==> config.mk <==
export PLATFORM = sky130hd
export DESIGN_NAME = msrh_fetch_seq_flat
export DESIGN_NICKNAME = d
export VERILOG_FILES = /design/src/rtl/msrh_fetch_seq_if.sv /design/src/rtl/msrh_fetch_seq.sv /design/src/flat_wrapper.sv
export SDC_FILE = /design/constraint.sdc
export NUM_CORES = 1
export LEC_CHECK = 0
export CAP_MARGIN = 30
export CORE_MARGIN = 4
export CORE_UTILIZATION = 34
export CTS_CLUSTER_DIAMETER = 120
export DETAILED_ROUTE_END_ITERATION = 7
export HOLD_SLACK_MARGIN = 0.15
export PLACE_DENSITY = 0.79
export RECOVER_POWER = 25
export SETUP_SLACK_MARGIN = 0.4
export SLEW_MARGIN = 20
export SYNTH_ARGS = -nofsm -noshare
export SYNTH_HDL_FRONTEND = slang
export SYNTH_SLANG_ARGS = --single-unit
==> constraint.sdc <==
create_clock -name i_clk -period 3.8 [get_ports i_clk]
set_clock_uncertainty 0.15 [all_clocks]
set_input_delay 1.14 -clock i_clk [delete_from_list [all_inputs] [get_ports i_clk]]
set_output_delay 1.14 -clock i_clk [all_outputs]
set_load 0.005 [all_outputs]
==> src/rtl/msrh_fetch_seq_if.sv <==
// Handshake bundle between the fetch sequencer and its environment
// (flush, TLB/I-cache request/response, refill, instruction buffer, perf).
interface msrh_fetch_seq_if #(
  parameter int unsigned VADDR_W = 39,
  parameter int unsigned EPOCH_W = 2
);
  logic               i_flush_valid;
  logic [VADDR_W-1:0] i_flush_vaddr;
  logic               o_req_valid;
  logic [VADDR_W-1:0] o_req_vaddr;
  logic [EPOCH_W-1:0] o_req_epoch;
  logic               i_req_ready;
  logic               i_resp_valid;
  logic [VADDR_W-1:0] i_resp_vaddr;
  logic [EPOCH_W-1:0] i_resp_epoch;
  logic [1:0]         i_resp_status;
  logic               i_refill_done;
  logic               i_ibuf_ready;
  logic               o_ibuf_valid;
  logic [VADDR_W-1:0] o_ibuf_vaddr;
  logic               o_ibuf_except;
  logic [2:0]         o_inflight;
  logic [31:0]        o_perf_replay_cnt;
  logic [31:0]        o_perf_stale_cnt;

  modport master (
    input  i_flush_valid, i_flush_vaddr, i_req_ready,
    input  i_resp_valid, i_resp_vaddr, i_resp_epoch, i_resp_status,
    input  i_refill_done, i_ibuf_ready,
    output o_req_valid, o_req_vaddr, o_req_epoch,
    output o_ibuf_valid, o_ibuf_vaddr, o_ibuf_except,
    output o_inflight, o_perf_replay_cnt, o_perf_stale_cnt
  );

  modport slave (
    output i_flush_valid, i_flush_vaddr, i_req_ready,
    output i_resp_valid, i_resp_vaddr, i_resp_epoch, i_resp_status,
    output i_refill_done, i_ibuf_ready,
    input  o_req_valid, o_req_vaddr, o_req_epoch,
    input  o_ibuf_valid, o_ibuf_vaddr, o_ibuf_except,
    input  o_inflight, o_perf_replay_cnt, o_perf_stale_cnt
  );
endinterface

==> src/rtl/msrh_fetch_seq.sv <==
// Fetch-address sequencer: owns the fetch PC, issues epoch-tagged block requests,
// forwards current-epoch hits and replays on miss/back-pressure. FETCH_SEQ_PERF_EN adds perf counters.
module msrh_fetch_seq #(
  parameter int unsigned       VADDR_W      = 39,
  parameter int unsigned       FETCH_B      = 16,
  parameter int unsigned       MAX_INFLIGHT = 2,
  parameter int unsigned       EPOCH_W      = 2,
  parameter logic [VADDR_W-1:0] PC_INIT     = VADDR_W'(64'h8000_0000)
) (
  input logic              i_clk,
  input logic              i_reset_n,
  msrh_fetch_seq_if.master bus
);

  typedef enum logic [2:0] {
    ST_INIT      = 3'd0,
    ST_RUN       = 3'd1,
    ST_WAIT_FILL = 3'd2,
    ST_WAIT_IBUF = 3'd3,
    ST_HALT_EXC  = 3'd4
  } state_e;

  localparam logic [1:0] RS_HIT      = 2'd0;
  localparam logic [1:0] RS_IC_MISS  = 2'd1;
  localparam logic [1:0] RS_TLB_MISS = 2'd2;
  localparam logic [1:0] RS_EXCEPT   = 2'd3;

  localparam logic [VADDR_W-1:0] BLK_MASK = VADDR_W'(FETCH_B - 1);
  localparam logic [VADDR_W-1:0] BLK_STEP = VADDR_W'(FETCH_B);
  localparam logic [2:0]         MAX_INF  = 3'(MAX_INFLIGHT);

  function automatic logic [VADDR_W-1:0] next_block(input logic [VADDR_W-1:0] pc);
    return (pc & ~BLK_MASK) + BLK_STEP;
  endfunction

  state_e             state_q, state_d;
  logic [VADDR_W-1:0] pc_q, pc_d;
  logic [EPOCH_W-1:0] epoch_q, epoch_d;
  logic [2:0]         inflight_q, inflight_d;

  logic resp_live_s;
  logic miss_s;
  logic fwd_s;
  logic replay_s;
  logic req_valid_s;
  logic accept_s;

  // A response is acted upon only if it carries the live epoch and no redirect or halt masks it.
  always_comb begin
    resp_live_s = bus.i_resp_valid && (bus.i_resp_epoch == epoch_q) && !bus.i_flush_valid &&
                  (state_q != ST_HALT_EXC) && (state_q != ST_INIT);
    miss_s      = (bus.i_resp_status == RS_IC_MISS) || (bus.i_resp_status == RS_TLB_MISS);
    fwd_s       = resp_live_s && !miss_s && bus.i_ibuf_ready;
    replay_s    = resp_live_s && !fwd_s;
    req_valid_s = (state_q == ST_RUN) && !bus.i_flush_valid &&
                  ((inflight_q < MAX_INF) || bus.i_resp_valid) && !replay_s;
    accept_s    = req_valid_s && bus.i_req_ready;
  end

  assign bus.o_req_valid   = req_valid_s;
  assign bus.o_req_vaddr   = pc_q;
  assign bus.o_req_epoch   = epoch_q;
  assign bus.o_ibuf_valid  = fwd_s;
  assign bus.o_ibuf_vaddr  = bus.i_resp_vaddr;
  assign bus.o_ibuf_except = fwd_s && (bus.i_resp_status == RS_EXCEPT);
  assign bus.o_inflight    = inflight_q;

  // Next state, PC and epoch; flush outranks replay, which outranks a normal accept.
  always_comb begin
    state_d    = state_q;
    pc_d       = pc_q;
    epoch_d    = epoch_q;
    inflight_d = inflight_q + {2'b00, accept_s} - {2'b00, bus.i_resp_valid};
    if (bus.i_flush_valid) begin
      state_d = ST_RUN;
      pc_d    = bus.i_flush_vaddr;
      epoch_d = epoch_q + EPOCH_W'(1'b1);
    end else if (replay_s) begin
      state_d = miss_s ? ST_WAIT_FILL : ST_WAIT_IBUF;
      pc_d    = bus.i_resp_vaddr;
      epoch_d = epoch_q + EPOCH_W'(1'b1);
    end else begin
      if (accept_s) begin
        pc_d = next_block(pc_q);
      end else begin
        pc_d = pc_q;
      end
      case (state_q)
        ST_INIT: state_d = ST_RUN;
        ST_RUN: begin
          if (fwd_s && (bus.i_resp_status == RS_EXCEPT)) begin
            state_d = ST_HALT_EXC;
          end else begin
            state_d = ST_RUN;
          end
        end
        ST_WAIT_FILL: begin
          if (bus.i_refill_done) begin
            state_d = ST_RUN;
          end else begin
            state_d = ST_WAIT_FILL;
          end
        end
        ST_WAIT_IBUF: begin
          if (bus.i_ibuf_ready) begin
            state_d = ST_RUN;
          end else begin
            state_d = ST_WAIT_IBUF;
          end
        end
        ST_HALT_EXC: state_d = ST_HALT_EXC;
        default:     state_d = ST_INIT;
      endcase
    end
  end

  // Sequencer state registers.
  always_ff @(posedge i_clk or negedge i_reset_n) begin
    if (!i_reset_n) begin
      state_q    <= ST_INIT;
      pc_q       <= PC_INIT;
      epoch_q    <= '0;
      inflight_q <= 3'd0;
    end else begin
      state_q    <= state_d;
      pc_q       <= pc_d;
      epoch_q    <= epoch_d;
      inflight_q <= inflight_d;
    end
  end

`ifdef FETCH_SEQ_PERF_EN
  logic        stale_s;
  logic [31:0] replay_cnt_q;
  logic [31:0] stale_cnt_q;

  // Every valid response not acted upon counts as dropped.
  assign stale_s = bus.i_resp_valid && !resp_live_s;

  // Wrapping performance counters.
  always_ff @(posedge i_clk or negedge i_reset_n) begin
    if (!i_reset_n) begin
      replay_cnt_q <= 32'd0;
      stale_cnt_q  <= 32'd0;
    end else begin
      if (replay_s) begin
        replay_cnt_q <= replay_cnt_q + 32'd1;
      end
      if (stale_s) begin
        stale_cnt_q <= stale_cnt_q + 32'd1;
      end
    end
  end

  assign bus.o_perf_replay_cnt = replay_cnt_q;
  assign bus.o_perf_stale_cnt  = stale_cnt_q;
`else
  assign bus.o_perf_replay_cnt = 32'd0;
  assign bus.o_perf_stale_cnt  = 32'd0;
`endif

`ifdef SIMULATION
  msrh_fetch_seq_chk #(.MAX_INFLIGHT(MAX_INFLIGHT)) u_chk (
    .clk        (i_clk),
    .rst_n      (i_reset_n),
    .accept     (accept_s),
    .resp_valid (bus.i_resp_valid),
    .inflight   (inflight_q)
  );
`endif

endmodule

`ifdef SIMULATION
module msrh_fetch_seq_chk #(
  parameter int unsigned MAX_INFLIGHT = 2
) (
  input logic       clk,
  input logic       rst_n,
  input logic       accept,
  input logic       resp_valid,
  input logic [2:0] inflight
);
  a_no_underflow: assert property (@(posedge clk) disable iff (!rst_n)
    !(resp_valid && !accept && (inflight == 3'd0)))
    else $fatal(1, "msrh_fetch_seq: inflight underflow");

  a_no_overflow: assert property (@(posedge clk) disable iff (!rst_n)
    !(accept && !resp_valid && (inflight >= 3'(MAX_INFLIGHT))))
    else $fatal(1, "msrh_fetch_seq: inflight overflow");
endmodule
`endif

==> src/flat_wrapper.sv <==
// flat-port wrapper written by rule: the top's interface ports become plain ports
module msrh_fetch_seq_flat 
#(
  parameter int unsigned       VADDR_W      = 39,
  parameter int unsigned       FETCH_B      = 16,
  parameter int unsigned       MAX_INFLIGHT = 2,
  parameter int unsigned       EPOCH_W      = 2,
  parameter logic [VADDR_W-1:0] PC_INIT     = VADDR_W'(64'h8000_0000)
)
  (i_clk, i_reset_n, bus_i_flush_valid, bus_i_flush_vaddr, bus_i_req_ready, bus_i_resp_valid, bus_i_resp_vaddr, bus_i_resp_epoch, bus_i_resp_status, bus_i_refill_done, bus_i_ibuf_ready, bus_o_req_valid, bus_o_req_vaddr, bus_o_req_epoch, bus_o_ibuf_valid, bus_o_ibuf_vaddr, bus_o_ibuf_except, bus_o_inflight, bus_o_perf_replay_cnt, bus_o_perf_stale_cnt);
  msrh_fetch_seq_if #(.VADDR_W(VADDR_W), .EPOCH_W(EPOCH_W)) bus_i ();
  input logic i_clk;
  input logic i_reset_n;
  input wire logic [$bits(bus_i.i_flush_valid)-1:0] bus_i_flush_valid;
  input wire logic [$bits(bus_i.i_flush_vaddr)-1:0] bus_i_flush_vaddr;
  input wire logic [$bits(bus_i.i_req_ready)-1:0] bus_i_req_ready;
  input wire logic [$bits(bus_i.i_resp_valid)-1:0] bus_i_resp_valid;
  input wire logic [$bits(bus_i.i_resp_vaddr)-1:0] bus_i_resp_vaddr;
  input wire logic [$bits(bus_i.i_resp_epoch)-1:0] bus_i_resp_epoch;
  input wire logic [$bits(bus_i.i_resp_status)-1:0] bus_i_resp_status;
  input wire logic [$bits(bus_i.i_refill_done)-1:0] bus_i_refill_done;
  input wire logic [$bits(bus_i.i_ibuf_ready)-1:0] bus_i_ibuf_ready;
  output wire logic [$bits(bus_i.o_req_valid)-1:0] bus_o_req_valid;
  output wire logic [$bits(bus_i.o_req_vaddr)-1:0] bus_o_req_vaddr;
  output wire logic [$bits(bus_i.o_req_epoch)-1:0] bus_o_req_epoch;
  output wire logic [$bits(bus_i.o_ibuf_valid)-1:0] bus_o_ibuf_valid;
  output wire logic [$bits(bus_i.o_ibuf_vaddr)-1:0] bus_o_ibuf_vaddr;
  output wire logic [$bits(bus_i.o_ibuf_except)-1:0] bus_o_ibuf_except;
  output wire logic [$bits(bus_i.o_inflight)-1:0] bus_o_inflight;
  output wire logic [$bits(bus_i.o_perf_replay_cnt)-1:0] bus_o_perf_replay_cnt;
  output wire logic [$bits(bus_i.o_perf_stale_cnt)-1:0] bus_o_perf_stale_cnt;
  assign bus_i.i_flush_valid = bus_i_flush_valid;
  assign bus_i.i_flush_vaddr = bus_i_flush_vaddr;
  assign bus_i.i_req_ready = bus_i_req_ready;
  assign bus_i.i_resp_valid = bus_i_resp_valid;
  assign bus_i.i_resp_vaddr = bus_i_resp_vaddr;
  assign bus_i.i_resp_epoch = bus_i_resp_epoch;
  assign bus_i.i_resp_status = bus_i_resp_status;
  assign bus_i.i_refill_done = bus_i_refill_done;
  assign bus_i.i_ibuf_ready = bus_i_ibuf_ready;
  assign bus_o_req_valid = bus_i.o_req_valid;
  assign bus_o_req_vaddr = bus_i.o_req_vaddr;
  assign bus_o_req_epoch = bus_i.o_req_epoch;
  assign bus_o_ibuf_valid = bus_i.o_ibuf_valid;
  assign bus_o_ibuf_vaddr = bus_i.o_ibuf_vaddr;
  assign bus_o_ibuf_except = bus_i.o_ibuf_except;
  assign bus_o_inflight = bus_i.o_inflight;
  assign bus_o_perf_replay_cnt = bus_i.o_perf_replay_cnt;
  assign bus_o_perf_stale_cnt = bus_i.o_perf_stale_cnt;
  msrh_fetch_seq #(.VADDR_W(VADDR_W), .FETCH_B(FETCH_B), .MAX_INFLIGHT(MAX_INFLIGHT), .EPOCH_W(EPOCH_W), .PC_INIT(PC_INIT)) u_core (.i_clk(i_clk), .i_reset_n(i_reset_n), .bus(bus_i));
endmodule
# Word level (Yosys, flattened, before mapping)
# Index checks and enable logic that the tools add are counted.
# W data, S select, Z words.
[totals]
regBits = 47
in_bits = 89
out_inout_bits = 150
word_cells = 52
[op_classes]
n_addsub = 4
magnitude_cmp = 1
n_eq_ne = 9
mux = 12
reduce_logical = 22
[op_table]
columns = ["op", "n"]
rows = [
  ["$mux W39", 3],
  ["$add A39 B5 Y39 const B", 1],
  ["$pmux W3 S5", 1],
  ["$logic_and A1 B1 Y1", 12],
  ["$mux W3", 3],
  ["$mux W2", 4],
  ["$eq A3 B2 Y1 const B", 2],
  ["$reduce_bool A3 Y1", 2],
  ["$eq A2 B2 Y1 const B", 2],
  ["$logic_not A1 Y1", 4],
  ["$add A3 B1 Y3", 1],
  ["$eq A3 B1 Y1 const B", 1],
  ["$eq A3 B3 Y1 const B", 1],
  ["$logic_not A3 Y1", 1],
  ["$lt A3 B2 Y1 const B", 1],
  ["$ne A3 B3 Y1 const B", 1],
  ["$sub A3 B1 Y3", 1],
  ["$add A2 B1 Y2 const B", 1],
  ["$eq A2 B1 Y1 const B", 1],
  ["$eq A2 B2 Y1", 1],
  ["$logic_or A1 B1 Y1", 2],
  ["$reduce_bool A2 Y1", 1],
  ["$mux W1", 1],
]

# Longest topological paths before layout
# Gate-level depths: netlist of the first run.
[depth]
depth_word = 15
depth_mapped = 9

# Worst setup path before layout of the first run
# OpenSTA, ideal clock, no wires.
[synth_timing]
path_type = "input to output"
from = "input port bus_i_resp_status[0]"
to = "output port bus_o_req_valid"
arrival_ns = 2.539
required_ns = 2.510
setup_slack_ns = -0.029
path_stages = 7
n_path_buf = 2
cell_sequence = "ha_1 -> nand2b_1 -> clkbuf_1 -> nand2_1 -> clkbuf_1 -> nand2_1 -> nor2_1"
[synth_between]
elab_chain_len = 9
word_cells_on_any_way = 10
classes_between = "eq/ne (2); reduce/logical (8)"
[synth_lines]
columns = ["element", "line", "rtl"]
rows = [
  ["start: declaration", "flat_wrapper.sv:20", "input wire logic [$bits(bus_i.i_resp_status)-1:0] bus_i_resp_status;"],
  ["$eq A2 B1 Y1 / $eq A2 B2 Y1 (equally long branches)", "msrh_fetch_seq.sv:52", "miss_s = (bus.i_resp_status == RS_IC_MISS) || (bus.i_resp_status == RS_TLB_MISS);"],
  ["$logic_or A1 B1 Y1 (*)", "msrh_fetch_seq.sv:52", ""],
  ["$logic_not A1 Y1 (*)", "msrh_fetch_seq.sv:53", "fwd_s = resp_live_s && !miss_s && bus.i_ibuf_ready;"],
  ["$logic_and A1 B1 Y1 (*) (2 in a row)", "msrh_fetch_seq.sv:53", ""],
  ["$logic_not A1 Y1 (*)", "msrh_fetch_seq.sv:54", "replay_s = resp_live_s && !fwd_s;"],
  ["$logic_and A1 B1 Y1 (*)", "msrh_fetch_seq.sv:54", ""],
  ["$logic_not A1 Y1 (*)", "msrh_fetch_seq.sv:56", "((inflight_q < MAX_INF) || bus.i_resp_valid) && !replay_s;"],
  ["$logic_and A1 B1 Y1 (*)", "msrh_fetch_seq.sv:56", ""],
  ["end: declaration", "flat_wrapper.sv:23", "output wire logic [$bits(bus_i.o_req_valid)-1:0] bus_o_req_valid;"],
]
# Mark *: on every way between the ends. The rest lies on a longest branch, timed or not.

# Final worst setup path of the first run
[layout_timing]
from = "input port bus_i_resp_epoch[1]"
to = "output port bus_o_req_valid"
[layout_between]
elab_chain_len = 11
[layout_lines]
columns = ["element", "line", "rtl"]
rows = [
  ["start: declaration", "flat_wrapper.sv:19", "input wire logic [$bits(bus_i.i_resp_epoch)-1:0] bus_i_resp_epoch;"],
  ["$eq A2 B2 Y1 (*)", "msrh_fetch_seq.sv:50", "resp_live_s = bus.i_resp_valid && (bus.i_resp_epoch == epoch_q) && !bus.i_flush_valid &&"],
  ["$logic_and A1 B1 Y1 (*) (3 in a row)", "msrh_fetch_seq.sv:50", ""],
  ["$logic_and A1 B1 Y1 (*)", "msrh_fetch_seq.sv:51", "(state_q != ST_HALT_EXC) && (state_q != ST_INIT);"],
  ["$logic_and A1 B1 Y1 (2 in a row)", "msrh_fetch_seq.sv:53", ""],
  ["$logic_not A1 Y1", "msrh_fetch_seq.sv:54", ""],
  ["$logic_and A1 B1 Y1 (*)", "msrh_fetch_seq.sv:54", ""],
  ["$logic_not A1 Y1 (*)", "msrh_fetch_seq.sv:56", ""],
  ["$logic_and A1 B1 Y1 (*)", "msrh_fetch_seq.sv:56", ""],
]
# Marks and branches as above.

==> results.sh, run 1 <==
export IMPL_synth_edf_count=0
export IMPL_place_area_mm2=0.00563
export IMPL_via_per_inst=5.26
export IMPL_portBuffers=174
export IMPL_synth_ff_type="dfrtp_1"
export IMPL_utilization_pct=49.4
export IMPL_antenna_found_initial=0
export IMPL_dieArea_mm2=0.0141
export IMPL_dr_pass1_iters=4
export IMPL_final_common_cell="clkdlybuf4s50_1"
export IMPL_drcViolationCount=0
export IMPL_drv_slew=0
export IMPL_grt_max_degree=58
export IMPL_cts_clk_slew_worst_paths_ns=0.06
export IMPL_yosysUniqueCellTypes=64
export IMPL_routedWlPerCell_um=19.4
export IMPL_ys_seq_area_share_pct=28.2
export IMPL_switching_share_pct=34.9
export IMPL_setup_viol=0
export IMPL_power_leakage_nw=2.50
export IMPL_drive_above_1_share_pct=12.4
export IMPL_p_int_mw=1.59
export IMPL_fin_cells=793
export IMPL_cap_violations=0
export IMPL_period_share_pct=89.2
export IMPL_hold_start="u_core.bus.o_req_vaddr[2]$_DFFE_PN0P_"
export IMPL_cp_max_fo=2
export IMPL_min_path_type="flop to flop"
export IMPL_crit_type="primary input to output port"
export IMPL_period_minus_slack_ns=3.39
export IMPL_final_area_mm2=0.00593
export IMPL_rsz0062_at_grt="true"
export IMPL_hold_viol_final=0
export IMPL_power_mw=2.45
export IMPL_timing_final_ws_setup_ns=0.410
export IMPL_yosysWarnings=0
export IMPL_cts_tree="done"
export IMPL_ctsHtreeMaxLevel=2
export IMPL_gr_usage_all_layers_pct=20.7
export IMPL_routed_wl_um=15400
export IMPL_multiInputGateArea_mm2=0.00234
export IMPL_r2r_start="u_core.bus.o_req_vaddr[4]$_DFFE_PN0P_"
export IMPL_grt_pass1_vias=4278
export IMPL_cp_startpoint="bus_i_resp_epoch[1]"
export IMPL_dieWidth_um=119
export IMPL_drt_iter0_markers=222
export IMPL_placed_cells=770
export IMPL_status="finished, final reports clean"
export IMPL_cts_sinks=47
export IMPL_ff_latch_area_mm2=0.00118
export IMPL_syn_to_final_growth_pct=42.2
export IMPL_setup_tns_final_ns=0
export IMPL_startpoint_type="primary input"
export IMPL_ant_nets=0
export IMPL_syn_inst=490
export IMPL_ys_seq_elements=47
export IMPL_antenna_cells=0
export IMPL_hold_ws_ns=0.328
export IMPL_grt_pass1_wl_um=23500
export IMPL_postSynthAreaPerCell_um2=8.51
export IMPL_r2r_setup_slack_ns=1.00
export IMPL_place_hpwl_um=11400
export IMPL_combinationalPowerShare_pct=43.9
export IMPL_tightestPinTransition_ns=1.29
export IMPL_powerDensity_mw_per_mm2=413
export IMPL_routabilityCongestion=0.873
export IMPL_timing_fmax_ghz=0.295
export IMPL_rows=40
export IMPL_vdd_drop_max_uv=217
export IMPL_ios=239
export IMPL_synthArstFlopShare_pct=100
export IMPL_syn_cell_area_mm2=0.00417
export IMPL_post_place_ws_ns=-0.450
export IMPL_nets=740
export IMPL_pwr_share_clk_pct=23.4
export IMPL_die_h_um=119
export IMPL_mostFrequentLayoutCells="124 x clkdlybuf4s50_1, 64 x conb_1, 46 x dfrtp_1"
export IMPL_crit_required_ns=2.51
export IMPL_overflow=0
export IMPL_root_buffer="clkbuf_16"
export IMPL_start_util_pct=34.7
export IMPL_nFillCells=1158
export IMPL_ctsHoldBuffers=0
export IMPL_core_mm2=0.0120
export IMPL_worst_skew_pair_late_latency_ns=0.29
export IMPL_switching_power_mw=0.856
export IMPL_critPathArrivalTime_ns=2.10
export IMPL_clk_path_buf_depth=2
export IMPL_route_vias_total=4174
export IMPL_numCtsBuffers=5
export IMPL_p_seq_share_pct=32.7
export IMPL_max_slew_margin_pct=14.3
export IMPL_end_kind="output port"
-- state kept, by name, indices dropped and copies added, names as in the netlist --
register,cells
u_core.bus.o_inflight,3
u_core.bus.o_req_vaddr,39
u_core.bus.o_req_epoch,2
u_core.state_q,3
-- synthesized netlist by cell type, types with 8 or more instances --
cell type  number  area share [%]
nor2_1         15             1.4
xnor2_1        17             3.6
a31oi_1         8             1.2
nor3_1         16             1.9
nand2_1        37             3.3
clkbuf_1       17             1.5
nand4_1        13             2.0
a21oi_1        20             2.4
nand3_1        18             2.2
dfrtp_1        46              28
o21ai_0        17             2.0
buf_4         104              19
o22ai_1        14             2.1
inv_1          11            0.99
a22oi_1        11             2.0
nor4_1          8             1.2
-- routing by layer --
metal | wire [µm] | up-vias | part of all wire [%] | global-route usage [%]
li1 | - | 1944 | - | -
met1 | 6360 | 2059 | 41 | 26.1
met2 | 7720 | 157 | 50 | 36.9
met3 | 1040 | 14 | 6.8 | 3.11
met4 | 227 | 0 | 1.5 | 4.85
met5 | 0 | - | 0 | 0
-- power groups by stage --
stage | clock [mW] | sequential, mW | combinational [mW]
final | 0.574 | 0.801 | 1.08
after CTS | 0.589 | 0.799 | 1.07
after detailed placement | 0 | 0.803 | 1.03
after global placement | 0 | 0.795 | 1.01
after global routing | 0.610 | 0.823 | 1.16
after floorplan | 0 | 0.762 | 0.565
-- layout make-up --
cell class	instances	area share, %
clock buffer	5	2.11
clock inverter	3	1.14
inverter	11	0.696
multi-input combinational	364	39.4
sequential	47	19.9
tap	147	3.10
timing repair buffer	216	33.7
-- final timing paths --
kind | endpoint | depth (start not counted)
setup / recovery | bus_o_req_valid | 8
hold / removal | u_core.bus.o_req_vaddr[2]$_DFFE_PN0P_ | 2
setup reg to reg | u_core.bus.o_req_vaddr[38]$_DFFE_PN0P_ | 6
hold reg to reg | u_core.bus.o_req_vaddr[2]$_DFFE_PN0P_ | 2
max in group asynchronous | u_core.bus.o_req_vaddr[22]$_DFFE_PN0P_ | 3
min in group asynchronous | u_core.bus.o_req_vaddr[6]$_DFFE_PN0P_ | 1
-- cell families (layout without fill, tap and decap cells) --
group           Yosys count  after routing  share of synthesized area (%)
simple gates            149            149                           20.0
buf+inv                 142            235                           24.1
compound gates          119            119                           20.0
flops                    47             47                           28.2
xor+xnor                 23             23                           4.83
fa+ha+maj                 6              6                           1.98
mux                       3              3                          0.721
other cells               1             64                         0.0900
-- worst max-delay path: stages --
cell,delay [ns]
buf_6,0.10
xnor2_2,0.19
o2111a_2,0.27
buf_6,0.13
nand2_8,0.05
nand2_4,0.07
nor2_2,0.04
buf_2,0.12
-- timing repair --
item / 4_1_cts / 5_1_grt
pin swaps: 4 / 7
gates resized for setup: 78 / 9
buffers inserted: 11 / 3
gates cloned: 0 / 0
setup endpoints to repair: 43 / 3
No activity file was read; power rests on OpenSTA's default activity.
==> run 2, diff against run 1 <==
- SETUP_SLACK_MARGIN: 0.4 -> 0.3
- clock period: 3.8 -> 3.4 ns (I/O delays scaled with it)
==> results.sh, run 2 (synthesized netlist as in run 1, its figures left out) <==
export IMPL_cp_max_fo=2
export IMPL_grt_pass1_vias=4329
export IMPL_overflow=0
export IMPL_fin_cells=787
export IMPL_busiest_layer="met2"
export IMPL_crit_required_ns=2.23
export IMPL_largest_reg_flops=39
export IMPL_min_path_type="flop to flop"
export IMPL_crit_type="primary input to output port"
export IMPL_dieWidth_um=119
export IMPL_powerDensity_mw_per_mm2=452
export IMPL_drt_iter0_markers=316
export IMPL_reg2reg_to="u_core.bus.o_req_vaddr[38]$_DFFE_PN0P_"
export IMPL_numCtsBuffers=5
export IMPL_grt_util_met1_pct=25.5
export IMPL_max_slew_margin_pct=37.2
export IMPL_ff_latch_area_mm2=0.00118
export IMPL_core_mm2=0.0120
export IMPL_dieArea_mm2=0.0141
export IMPL_period_share_pct=91.1
export IMPL_hold_viol_final=0
export IMPL_drv_slew=0
export IMPL_portBuffers=174
export IMPL_syn_to_final_growth_pct=40.7
export IMPL_grt_max_degree=58
export IMPL_ios=239
export IMPL_cts_sinks=47
export IMPL_pwr_share_clk_pct=20.4
export IMPL_combinationalPowerShare_pct=45.6
export IMPL_die_h_um=119
export IMPL_nFillCells=1152
export IMPL_ctsHtreeMaxLevel=2
export IMPL_mostFrequentLayoutCells="124 x clkdlybuf4s50_1, 64 x conb_1, 46 x dfrtp_1"
export IMPL_routabilityCongestion=0.865
export IMPL_place_hpwl_um=11500
export IMPL_end_kind="output port"
export IMPL_startpoint_type="primary input"
export IMPL_use_met2_pct=35.9
export IMPL_p_int_mw=1.68
export IMPL_dr_pass1_iters=5
export IMPL_p_seq_share_pct=34.0
export IMPL_start_util_pct=34.7
export IMPL_min_to="u_core.bus.o_req_vaddr[2]$_DFFE_PN0P_"
export IMPL_vdd_drop_max_uv=216
export IMPL_nets=734
export IMPL_clk_path_buf_depth=2
export IMPL_root_buffer="clkbuf_16"
export IMPL_rows=40
export IMPL_cts_clk_slew_worst_paths_ns=0.07
export IMPL_holdPathStages=2
export IMPL_gr_usage_all_layers_pct=20.9
export IMPL_multiInputGateArea_mm2=0.00235
export IMPL_drcViolationCount=0
export IMPL_met3_usage_pct=5.84
export IMPL_final_common_cell="clkdlybuf4s50_1"
export IMPL_tightestPinTransition_ns=0.942
export IMPL_grt_pass1_wl_um=23800
export IMPL_hold_start="u_core.bus.o_req_vaddr[2]$_DFFE_PN0P_"
export IMPL_routedWlPerCell_um=19.4
export IMPL_cap_violations=0
export IMPL_rsz0062_at_grt="true"
export IMPL_via_per_inst=5.36
export IMPL_drive_above_1_share_pct=11.7
export IMPL_power_mw=2.65
export IMPL_cts_tree="done"
export IMPL_status="finished, final reports clean"
export IMPL_antenna_found_initial=0
export IMPL_r2r_setup_slack_ns=0.65
export IMPL_worst_skew_pair_late_latency_ns=0.29
export IMPL_switching_power_mw=0.971
export IMPL_routed_wl_um=15300
export IMPL_placed_cells=771
export IMPL_power_leakage_nw=2.47
export IMPL_switching_share_pct=36.6
export IMPL_place_area_mm2=0.00563
export IMPL_r2r_start="u_core.bus.o_req_vaddr[4]$_DFFE_PN0P_"
export IMPL_antenna_cells=0
export IMPL_period_minus_slack_ns=3.10
export IMPL_setup_viol=0
export IMPL_ctsHoldBuffers=0
export IMPL_ff2ff_path_depth=6
export IMPL_ant_nets=0
export IMPL_critPathArrivalTime_ns=1.93
export IMPL_final_area_mm2=0.00586
export IMPL_timing_fmax_ghz=0.323
export IMPL_route_vias_total=4217
run 2: timing repair:
| item | in CTS | in global routing |
|---|---|---|
| setup endpoints to repair | 45 | 3 |
| resized for setup | 85 | 4 |
| buffers inserted | 7 | 1 |
| pin swaps | 9 | 4 |
run 2: layout make-up:
| cell class | count | area share, % |
|---|---|---|
| clock buffers | 8 | 2.67 |
| inverters | 11 | 0.704 |
| well taps | 147 | 3.14 |
| flip-flops and latches | 47 | 20.1 |
| repair buffers | 210 | 33.3 |
| multi-input cells | 364 | 40.1 |
run 2: how the worst max path moves through the flow:
| stage | startpoint | end | slack, ns | cells after the start |
|---|---|---|---|---|
| after floorplan | bus_i_resp_status[0] | bus_o_req_valid | 0.30 | 7 |
| after global placement | bus_i_resp_valid | bus_o_ibuf_except | -0.58 | 5 |
| after detailed placement | bus_i_resp_valid | bus_o_ibuf_except | -0.65 | 5 |
| after CTS | bus_i_resp_valid | bus_o_req_valid | 0.30 | 8 |
| after global routing | bus_i_resp_epoch[1] | bus_o_req_valid | 0.25 | 8 |
| final | bus_i_resp_epoch[1] | bus_o_req_valid | 0.30 | 8 |
run 2: per-layer routing:
metal  part of all wire (%)  routed length, µm
met1                     40               6160
met2                     49               7490
met3                    8.6               1320
met4                    2.1                321
met5                      0                  0
run 2: power by group through the flow:
stage	registers [mW]	clock network [mW]	logic [mW]
detailed placement	0.895	0	1.15
CTS	0.890	0.551	1.19
global placement	0.888	0	1.13
floorplan	0.852	0	0.636
finish	0.902	0.541	1.21
global route	0.928	0.572	1.31
run 2: critical path, cell delays in order:
cell and delay (ns):
buf_8 0.10, xnor2_4 0.15, o2111a_2 0.26, buf_12 0.12, nand2_8 0.05, nand2_4 0.06, nor2_2 0.03, buf_2 0.13
run 2: per-stage QoR:
step	utilization [%]	TNS, ns	hold WS (ns)	setup WS, ns
after floorplan	-	0	0.310	0.300
after global placement	46.8	-1.81	0.304	-0.579
after detailed placement	46.8	-2.11	0.305	-0.651
after CTS	48.5	0	0.320	0.301
after global routing	48.8	0	0.349	0.254
final	48.8	0	0.316	0.301
